<file path="config.mk">
export PLATFORM = sky130hd
export DESIGN_NAME = mem_bus_arbiter
export DESIGN_NICKNAME = d
export VERILOG_FILES = /design/src/rtl/mem_bus_pkg.sv /design/src/rtl/mem_bus_arbiter_rr_arb2.sv /design/src/rtl/mem_bus_arbiter.sv
export SDC_FILE = /design/constraint.sdc
export NUM_CORES = 1
export LEC_CHECK = 0
export CORE_UTILIZATION = 39
export DETAILED_ROUTE_END_ITERATION = 12
export PLACE_DENSITY = 0.77
export SLEW_MARGIN = 30
export SYNTH_ARGS = -nofsm -noshare
export SYNTH_HDL_FRONTEND = slang
export SYNTH_SLANG_ARGS = --single-unit
</file>
<file path="constraint.sdc">
create_clock -name CLK -period 10.9 [get_ports CLK]
set_input_delay 2.18 -clock CLK [delete_from_list [all_inputs] [get_ports CLK]]
set_output_delay 2.18 -clock CLK [all_outputs]
set_load 0.005 [all_outputs]
</file>
<file path="src/rtl/mem_bus_pkg.sv">
// ============================================================================
//  Module      : mem_bus_pkg
//  Description : Shared types and default geometry for the L1-to-memory
//                bus arbiter.
//  Revision    : 1.0 - initial release
// ============================================================================
`default_nettype none

package mem_bus_pkg;

    // Transaction sequencer states
    typedef enum logic [1:0] {
        IDLE   = 2'd0,
        ADDR   = 2'd1,
        RBURST = 2'd2,
        WACK   = 2'd3
    } state_e;

    // Identity of the cache that owns the current transaction
    typedef enum logic {
        REQ_IC = 1'b0,
        REQ_DC = 1'b1
    } req_id_e;

    // Default line geometry: 8 words per line, 3 word-offset bits
    localparam int c_DEF_OFFSET_BITS    = 3;
    localparam int c_DEF_WORDS_PER_LINE = 8;

endpackage

`default_nettype wire

</file>
<file path="src/rtl/mem_bus_arbiter_rr_arb2.sv">
// ============================================================================
//  Module      : rr_arb2
//  Description : Two-way grant between the I-cache and D-cache requests.
//                Default build: round-robin, ptr_dc=1 means the D-cache wins
//                a tie. With MEM_ARB_DPRIO_EN defined the D-cache has fixed
//                priority and the pointer input does not exist.
//  Revision    : 1.0 - initial release
// ============================================================================
`default_nettype none

module rr_arb2 (
    input  logic ic_valid,
    input  logic dc_valid,
`ifndef MEM_ARB_DPRIO_EN
    input  logic ptr_dc,
`endif
    output logic grant_ic,
    output logic grant_dc
);

`ifdef MEM_ARB_DPRIO_EN
    // D-cache always wins when it asks
    assign grant_dc = dc_valid;
`else
    // D-cache wins if alone, or on a tie when the pointer favours it
    assign grant_dc = dc_valid & (~ic_valid | ptr_dc);
`endif

    assign grant_ic = ic_valid & ~grant_dc;

endmodule

`default_nettype wire

</file>
<file path="src/rtl/mem_bus_arbiter.sv">
// ============================================================================
//  Module      : mem_bus_arbiter
//  Description : Shares one main-memory port between the L1 I-cache
//                (line-fill reads) and L1 D-cache (line-fill reads and
//                single-word stores). One transaction at a time: grant,
//                address handshake, then read burst or write ack.
//  Config      : MEM_ARB_DPRIO_EN - D-cache fixed priority (no RR pointer)
//  Revision    : 1.0 - initial release
// ============================================================================
`default_nettype none

module mem_bus_arbiter
    import mem_bus_pkg::*;
#(
    parameter int OFFSET_BITS    = c_DEF_OFFSET_BITS,
    parameter int WORDS_PER_LINE = c_DEF_WORDS_PER_LINE
) (
    input  logic        CLK,
    input  logic        RST,
    input  logic        ic_req_valid,
    input  logic [31:0] ic_req_addr,
    output logic        ic_req_ready,
    output logic        ic_resp_valid,
    output logic [31:0] ic_resp_data,
    output logic        ic_resp_last,
    input  logic        dc_req_valid,
    input  logic        dc_req_we,
    input  logic [31:0] dc_req_addr,
    input  logic [31:0] dc_req_wdata,
    output logic        dc_req_ready,
    output logic        dc_resp_valid,
    output logic [31:0] dc_resp_data,
    output logic        dc_resp_last,
    output logic        mem_valid,
    input  logic        mem_ready,
    output logic        mem_we,
    output logic [31:0] mem_addr,
    output logic [31:0] mem_wdata,
    input  logic        mem_rvalid,
    input  logic [31:0] mem_rdata,
    input  logic        mem_wack
);

    localparam logic [31:0]            c_LINE_MASK = ~((32'd1 << OFFSET_BITS) - 32'd1);
    localparam logic [OFFSET_BITS-1:0] c_BEAT_LAST = OFFSET_BITS'(WORDS_PER_LINE - 1);

    state_e                 r_state;
    state_e                 w_state_nxt;
    req_id_e                r_owner;
    logic [OFFSET_BITS-1:0] r_beat;
    logic                   r_ic_req_ready, r_dc_req_ready;
    logic                   r_ic_resp_valid, r_ic_resp_last;
    logic                   r_dc_resp_valid, r_dc_resp_last;
    logic [31:0]            r_ic_resp_data, r_dc_resp_data;
    logic                   r_mem_valid, r_mem_we;
    logic [31:0]            r_mem_addr, r_mem_wdata;
    logic                   w_grant_ic, w_grant_dc;
    logic                   w_done;
    logic                   w_start;
    logic                   w_beat_last;

    // A completion pulse is on the bus this cycle: hold off the next grant
    assign w_done      = r_ic_resp_last | r_dc_resp_last;
    assign w_start     = (r_state == IDLE) && !w_done && (ic_req_valid || dc_req_valid);
    assign w_beat_last = (r_beat == c_BEAT_LAST);

`ifdef MEM_ARB_DPRIO_EN
    rr_arb2 u_arb (
        .ic_valid (ic_req_valid),
        .dc_valid (dc_req_valid),
        .grant_ic (w_grant_ic),
        .grant_dc (w_grant_dc)
    );
`else
    logic r_ptr_dc;

    rr_arb2 u_arb (
        .ic_valid (ic_req_valid),
        .dc_valid (dc_req_valid),
        .ptr_dc   (r_ptr_dc),
        .grant_ic (w_grant_ic),
        .grant_dc (w_grant_dc)
    );

    // Round-robin pointer: after each grant, favour the other requester
    always_ff @(posedge CLK or posedge RST) begin
        if (RST) begin
            r_ptr_dc <= 1'b1;
        end else if (w_start) begin
            r_ptr_dc <= w_grant_ic;
        end
    end
`endif

    // State register
    always_ff @(posedge CLK or posedge RST) begin
        if (RST) begin
            r_state <= IDLE;
        end else begin
            r_state <= w_state_nxt;
        end
    end

    // Next-state decode
    always_comb begin
        w_state_nxt = r_state;
        case (r_state)
            IDLE:    if (w_start) w_state_nxt = ADDR;
            ADDR:    if (mem_ready) w_state_nxt = r_mem_we ? WACK : RBURST;
            RBURST:  if (mem_rvalid && w_beat_last) w_state_nxt = IDLE;
            WACK:    if (mem_wack) w_state_nxt = IDLE;
            default: w_state_nxt = IDLE;
        endcase
    end

    // Request latch, memory address phase, beat counter and response registers
    always_ff @(posedge CLK or posedge RST) begin
        if (RST) begin
            r_owner         <= REQ_DC;
            r_beat          <= '0;
            r_ic_req_ready  <= 1'b0;
            r_dc_req_ready  <= 1'b0;
            r_ic_resp_valid <= 1'b0;
            r_ic_resp_last  <= 1'b0;
            r_ic_resp_data  <= '0;
            r_dc_resp_valid <= 1'b0;
            r_dc_resp_last  <= 1'b0;
            r_dc_resp_data  <= '0;
            r_mem_valid     <= 1'b0;
            r_mem_we        <= 1'b0;
            r_mem_addr      <= '0;
            r_mem_wdata     <= '0;
        end else begin
            // Handshake and response strobes are single-cycle pulses
            r_ic_req_ready  <= 1'b0;
            r_dc_req_ready  <= 1'b0;
            r_ic_resp_valid <= 1'b0;
            r_ic_resp_last  <= 1'b0;
            r_ic_resp_data  <= '0;
            r_dc_resp_valid <= 1'b0;
            r_dc_resp_last  <= 1'b0;
            r_dc_resp_data  <= '0;
            case (r_state)
                IDLE: begin
                    if (w_start) begin
                        r_mem_valid <= 1'b1;
                        if (w_grant_dc) begin
                            r_owner        <= REQ_DC;
                            r_dc_req_ready <= 1'b1;
                            r_mem_we       <= dc_req_we;
                            r_mem_addr     <= dc_req_we ? dc_req_addr : (dc_req_addr & c_LINE_MASK);
                            r_mem_wdata    <= dc_req_wdata;
                        end else begin
                            r_owner        <= REQ_IC;
                            r_ic_req_ready <= 1'b1;
                            r_mem_we       <= 1'b0;
                            r_mem_addr     <= ic_req_addr & c_LINE_MASK;
                            r_mem_wdata    <= '0;
                        end
                    end
                end
                ADDR: begin
                    if (mem_ready) r_mem_valid <= 1'b0;
                end
                RBURST: begin
                    if (mem_rvalid) begin
                        r_beat <= r_beat + 1'b1;
                        if (r_owner == REQ_DC) begin
                            r_dc_resp_valid <= 1'b1;
                            r_dc_resp_data  <= mem_rdata;
                            r_dc_resp_last  <= w_beat_last;
                        end else begin
                            r_ic_resp_valid <= 1'b1;
                            r_ic_resp_data  <= mem_rdata;
                            r_ic_resp_last  <= w_beat_last;
                        end
                    end
                end
                WACK: begin
                    if (mem_wack) begin
                        r_dc_resp_valid <= 1'b1;
                        r_dc_resp_last  <= 1'b1;
                    end
                end
                default: ;
            endcase
        end
    end

    assign ic_req_ready  = r_ic_req_ready;
    assign ic_resp_valid = r_ic_resp_valid;
    assign ic_resp_data  = r_ic_resp_data;
    assign ic_resp_last  = r_ic_resp_last;
    assign dc_req_ready  = r_dc_req_ready;
    assign dc_resp_valid = r_dc_resp_valid;
    assign dc_resp_data  = r_dc_resp_data;
    assign dc_resp_last  = r_dc_resp_last;
    assign mem_valid     = r_mem_valid;
    assign mem_we        = r_mem_we;
    assign mem_addr      = r_mem_addr;
    assign mem_wdata     = r_mem_wdata;

endmodule

`default_nettype wire

</file>
==> impl_metrics.csv <==
group,metric,value,unit
yosys,syn-cell-area,0.00568,sq mm
yosys,synth_flop_cell,"dfrtp_1",
layout,area_growth,58.7,%
floorplan,start_util,40.5,%
setup_path,cp_max_fo,42,
clock_network,path_clk_slew,0.05,ns
setup_path,crit_required,11.17,ns
setup_path,r2r_start,"r_state[1]",
clock_network,numCtsBuffers,17,
setup_path,r2r_slack,8.70,ns
yosys,yosysUniqueCellTypes,35,
power,total_power,2020,uW
layout,nets,840,
sta,fin_skew,0.00612,ns
placed_design,port_buffers,268,
floorplan,ios,272,
sta,whs,0.480,ns
floorplan,die_h,123,microns
sta,relSlewSlack,43.8,%
yosys,yosysSeqAreaShare,63.0,%
route,wl,15.5,mm
sta,fin_ws,6.57,ns
setup_path,crit_type,"primary input to flip-flop",
worst_hold_path,min_path_type,"flip-flop to flip-flop",
power,powerDensity,224,mW/mm^2
worst_hold_path,whs_path_depth,2,
floorplan,fp.dieArea,0.0151,sq mm
yosys,syn_avg_cell_area,12.6,sq um
yosys,ys_ff_latch,143,
placed_design,dp_hpwl,10.7,mm
setup_path,path_cells,"clkdlybuf4s50_1 > buf_4 > clkinv_1 > o32ai_1 > a2bb2oi_2",
floorplan,core,0.0140,sq mm
setup_path,start_kind,"primary input",
floorplan,row_count,43,
grt,grt_start_max_net_pins,91,
route,drc_errors,0,
sta,rsz0062_at_grt,"false",
placed_design,dp.cells,863,
layout,final_cells,894,
run_status,outcome,"finished clean",
power,ir_worst_vdd,121,uV
floorplan,dieWidth,123,microns
sta,setup_viol,0,
sta,fmax,231,MHz
route,drt_iter0_drc,246,
clock_network,clockBufferDepth,2,
clock_network,cts_tree,"done",
route,wl_per_cell,17.4,microns
clock_network,hold_buffers,0,
grt,antenna_found_initial,0,
yosys,synthesis.nets,590,
setup_path,critical_path.startpoint,"dc_req_valid",
setup_path,r2r_cells,3,
sta,maxSlewViolCount,0,
clock_network,postCtsSetupRepairBufs,0,
setup_path,slowest_delay,0.79,ns
setup_path,slowest_stage,"clkinv_1",
route,firstDrtPassIters,5,
yosys,synth_edf_count,0,
layout,drive_above_1_share,10.5,%
worst_hold_path,hp-start,"mem_valid",
grt,gr-usage-all-layers,20.9,%
route,vias,4609,
clock_network,cts_resized,0,
grt,grt_pass1_wl,23.8,mm
yosys,netlist_instances,452,
sta,fin_setup_tns,0,ns
placed_design,gp_congestion,0.794,
grt,grt_pass1_vias,4598,
layout,fillers,1048,
clock_network,cts.sinks,143,
setup_path,endpoint_kind,"flip-flop",
sta,period_minus_slack,4.33,ns
placed_design,dp_slack,6.50,ns
sta,worst_pin_slew,0.838,ns
sta,hold_viol_final,0,
clock_network,clk_latency,0.41,ns
power,leakage,0.00375,uW
sta,post-route-period-util,39.8,%
grt,grt_overflow,0,
yosys,async_flop_share,100,%
setup_path,worstPathArrival,4.61,ns
flow_run,maxCapViolCount,0,
route,ant_nets,0,
yosys,ys_warn_count,0,
layout,n_antenna_cell,0,
clock_network,root_buffer,"clkbuf_16",
setup_path,r2r_end,"mem_addr[31]",
route,viasPerCell,5.16,
clock_network,cts_htree_levels,4,
worst_hold_path,holdPathEnd,"mem_valid",
==> area by class of cell <==
| cell class | count | area [sq um] | area share [%] |
|---|---|---|---|
| multi-input combinational | 263 | 1910 | 21.2 |
| clock buffer | 20 | 437 | 4.84 |
| timing repair buffer | 273 | 2720 | 30.2 |
| sequential | 143 | 3580 | 39.7 |
| clock inverter | 11 | 119 | 1.32 |
| tap | 180 | 225 | 2.50 |
| inverter | 4 | 20.0 | 0.222 |
==> report_power, final <==
part / internal [uW] / leakage (uW) / switching [uW]
Sequential: 670 / 0.00185 / 83.6
Clock: 333 / 0.000262 / 208
Combinational: 417 / 0.00164 / 306
==> kinds of logic (layout without fill, tap and decap cells) <==
logic type,Yosys count,after routing,share of synthesized area (%)
flip-flops,143,143,63.0
adder cells (fa/ha/maj),2,2,0.440
XOR/XNOR,1,1,0.154
multiplexers,2,2,0.396
AND/OR/NAND/NOR,118,118,12.3
buffers and inverters,46,308,4.12
AO/OA/AOI/OAI,140,140,19.6
==> placed cells by master, fill, tap and decap left out, types with 2 or more instances in the layout <==
cell and instances:
a2bb2oi_1 2, a2bb2oi_2 27, and2_1 65, buf_4 4, bufinv_16 2, clkbuf_1 3
clkbuf_16 17, clkdlybuf4s50_1 268, clkinv_2 4, clkinvlp_4 4, dfrtp_1 141, dfstp_2 2
ha_1 2, inv_1 2, mux2_2 2, nand2_1 5, nand3_1 34, nand3b_1 2
nand4_1 3, nor2_4 2, o21ai_0 72, o32ai_1 29
==> per-layer routing <==
layer | GRT usage [%] | up-vias | share of wire (%)
li1 | - | 2127 | -
met1 | 23.9 | 2238 | 38
met2 | 35.2 | 219 | 50
met3 | 7.90 | 25 | 10
met4 | 8.38 | 0 | 2.2
met5 | 0 | - | 0
==> worst max-delay path, delay by kind of cell <==
kind            cells  cell delay (ns)
compound gates      2             0.77
buf+inv             3             1.64
==> registers in the layout, indices dropped and copies added (netlist names) <==
signal	cells
mem_wdata	32
ic_resp_data	32
ic_resp_valid	1
mem_we	1
r_owner	1
mem_valid	1
r_beat	3
r_ptr_dc	1
dc_req_ready	1
mem_addr	32
ic_resp_last	1
dc_resp_valid	1
ic_req_ready	1
r_state	2
dc_resp_last	1
dc_resp_data	32
==> cell usage after synthesis (all sizes together) (2+ instances only) <==
cell type,number,area [sq um]
a2bb2oi,29,423
and2,65,407
buf,7,87.6
clkbuf,35,131
dfrtp,141,3530
dfstp,2,52.6
ha,2,25.0
inv,4,15.0
mux2,2,22.5
nand2,5,18.8
nand3,34,170
nand3b,2,15.0
nand4,3,18.8
nor2,5,35.0
o21ai,74,370
o32ai,29,254
==> how the worst max path moves through the flow <==
| stage | slack (ns) | endpoint | depth (start not counted) |
|---|---|---|---|
| detailed placement | 6.50 | mem_addr[8] | 5 |
| global route | 6.38 | mem_addr[26] | 5 |
| floorplan | 4.89 | dc_req_ready | 1 |
| global placement | 6.62 | mem_addr[5] | 5 |
| CTS | 6.94 | mem_addr[24] | 5 |
| finish | 6.57 | mem_addr[8] | 5 |
==> through the flow <==
stage	cell area, sq um	utilization, %
after floorplan	5680	-
after global placement	8440	60.1
after detailed placement	8460	60.3
after CTS	9020	64.2
after global routing	9020	64.2
final	9020	64.2
(Power assumes the default switching activity.)
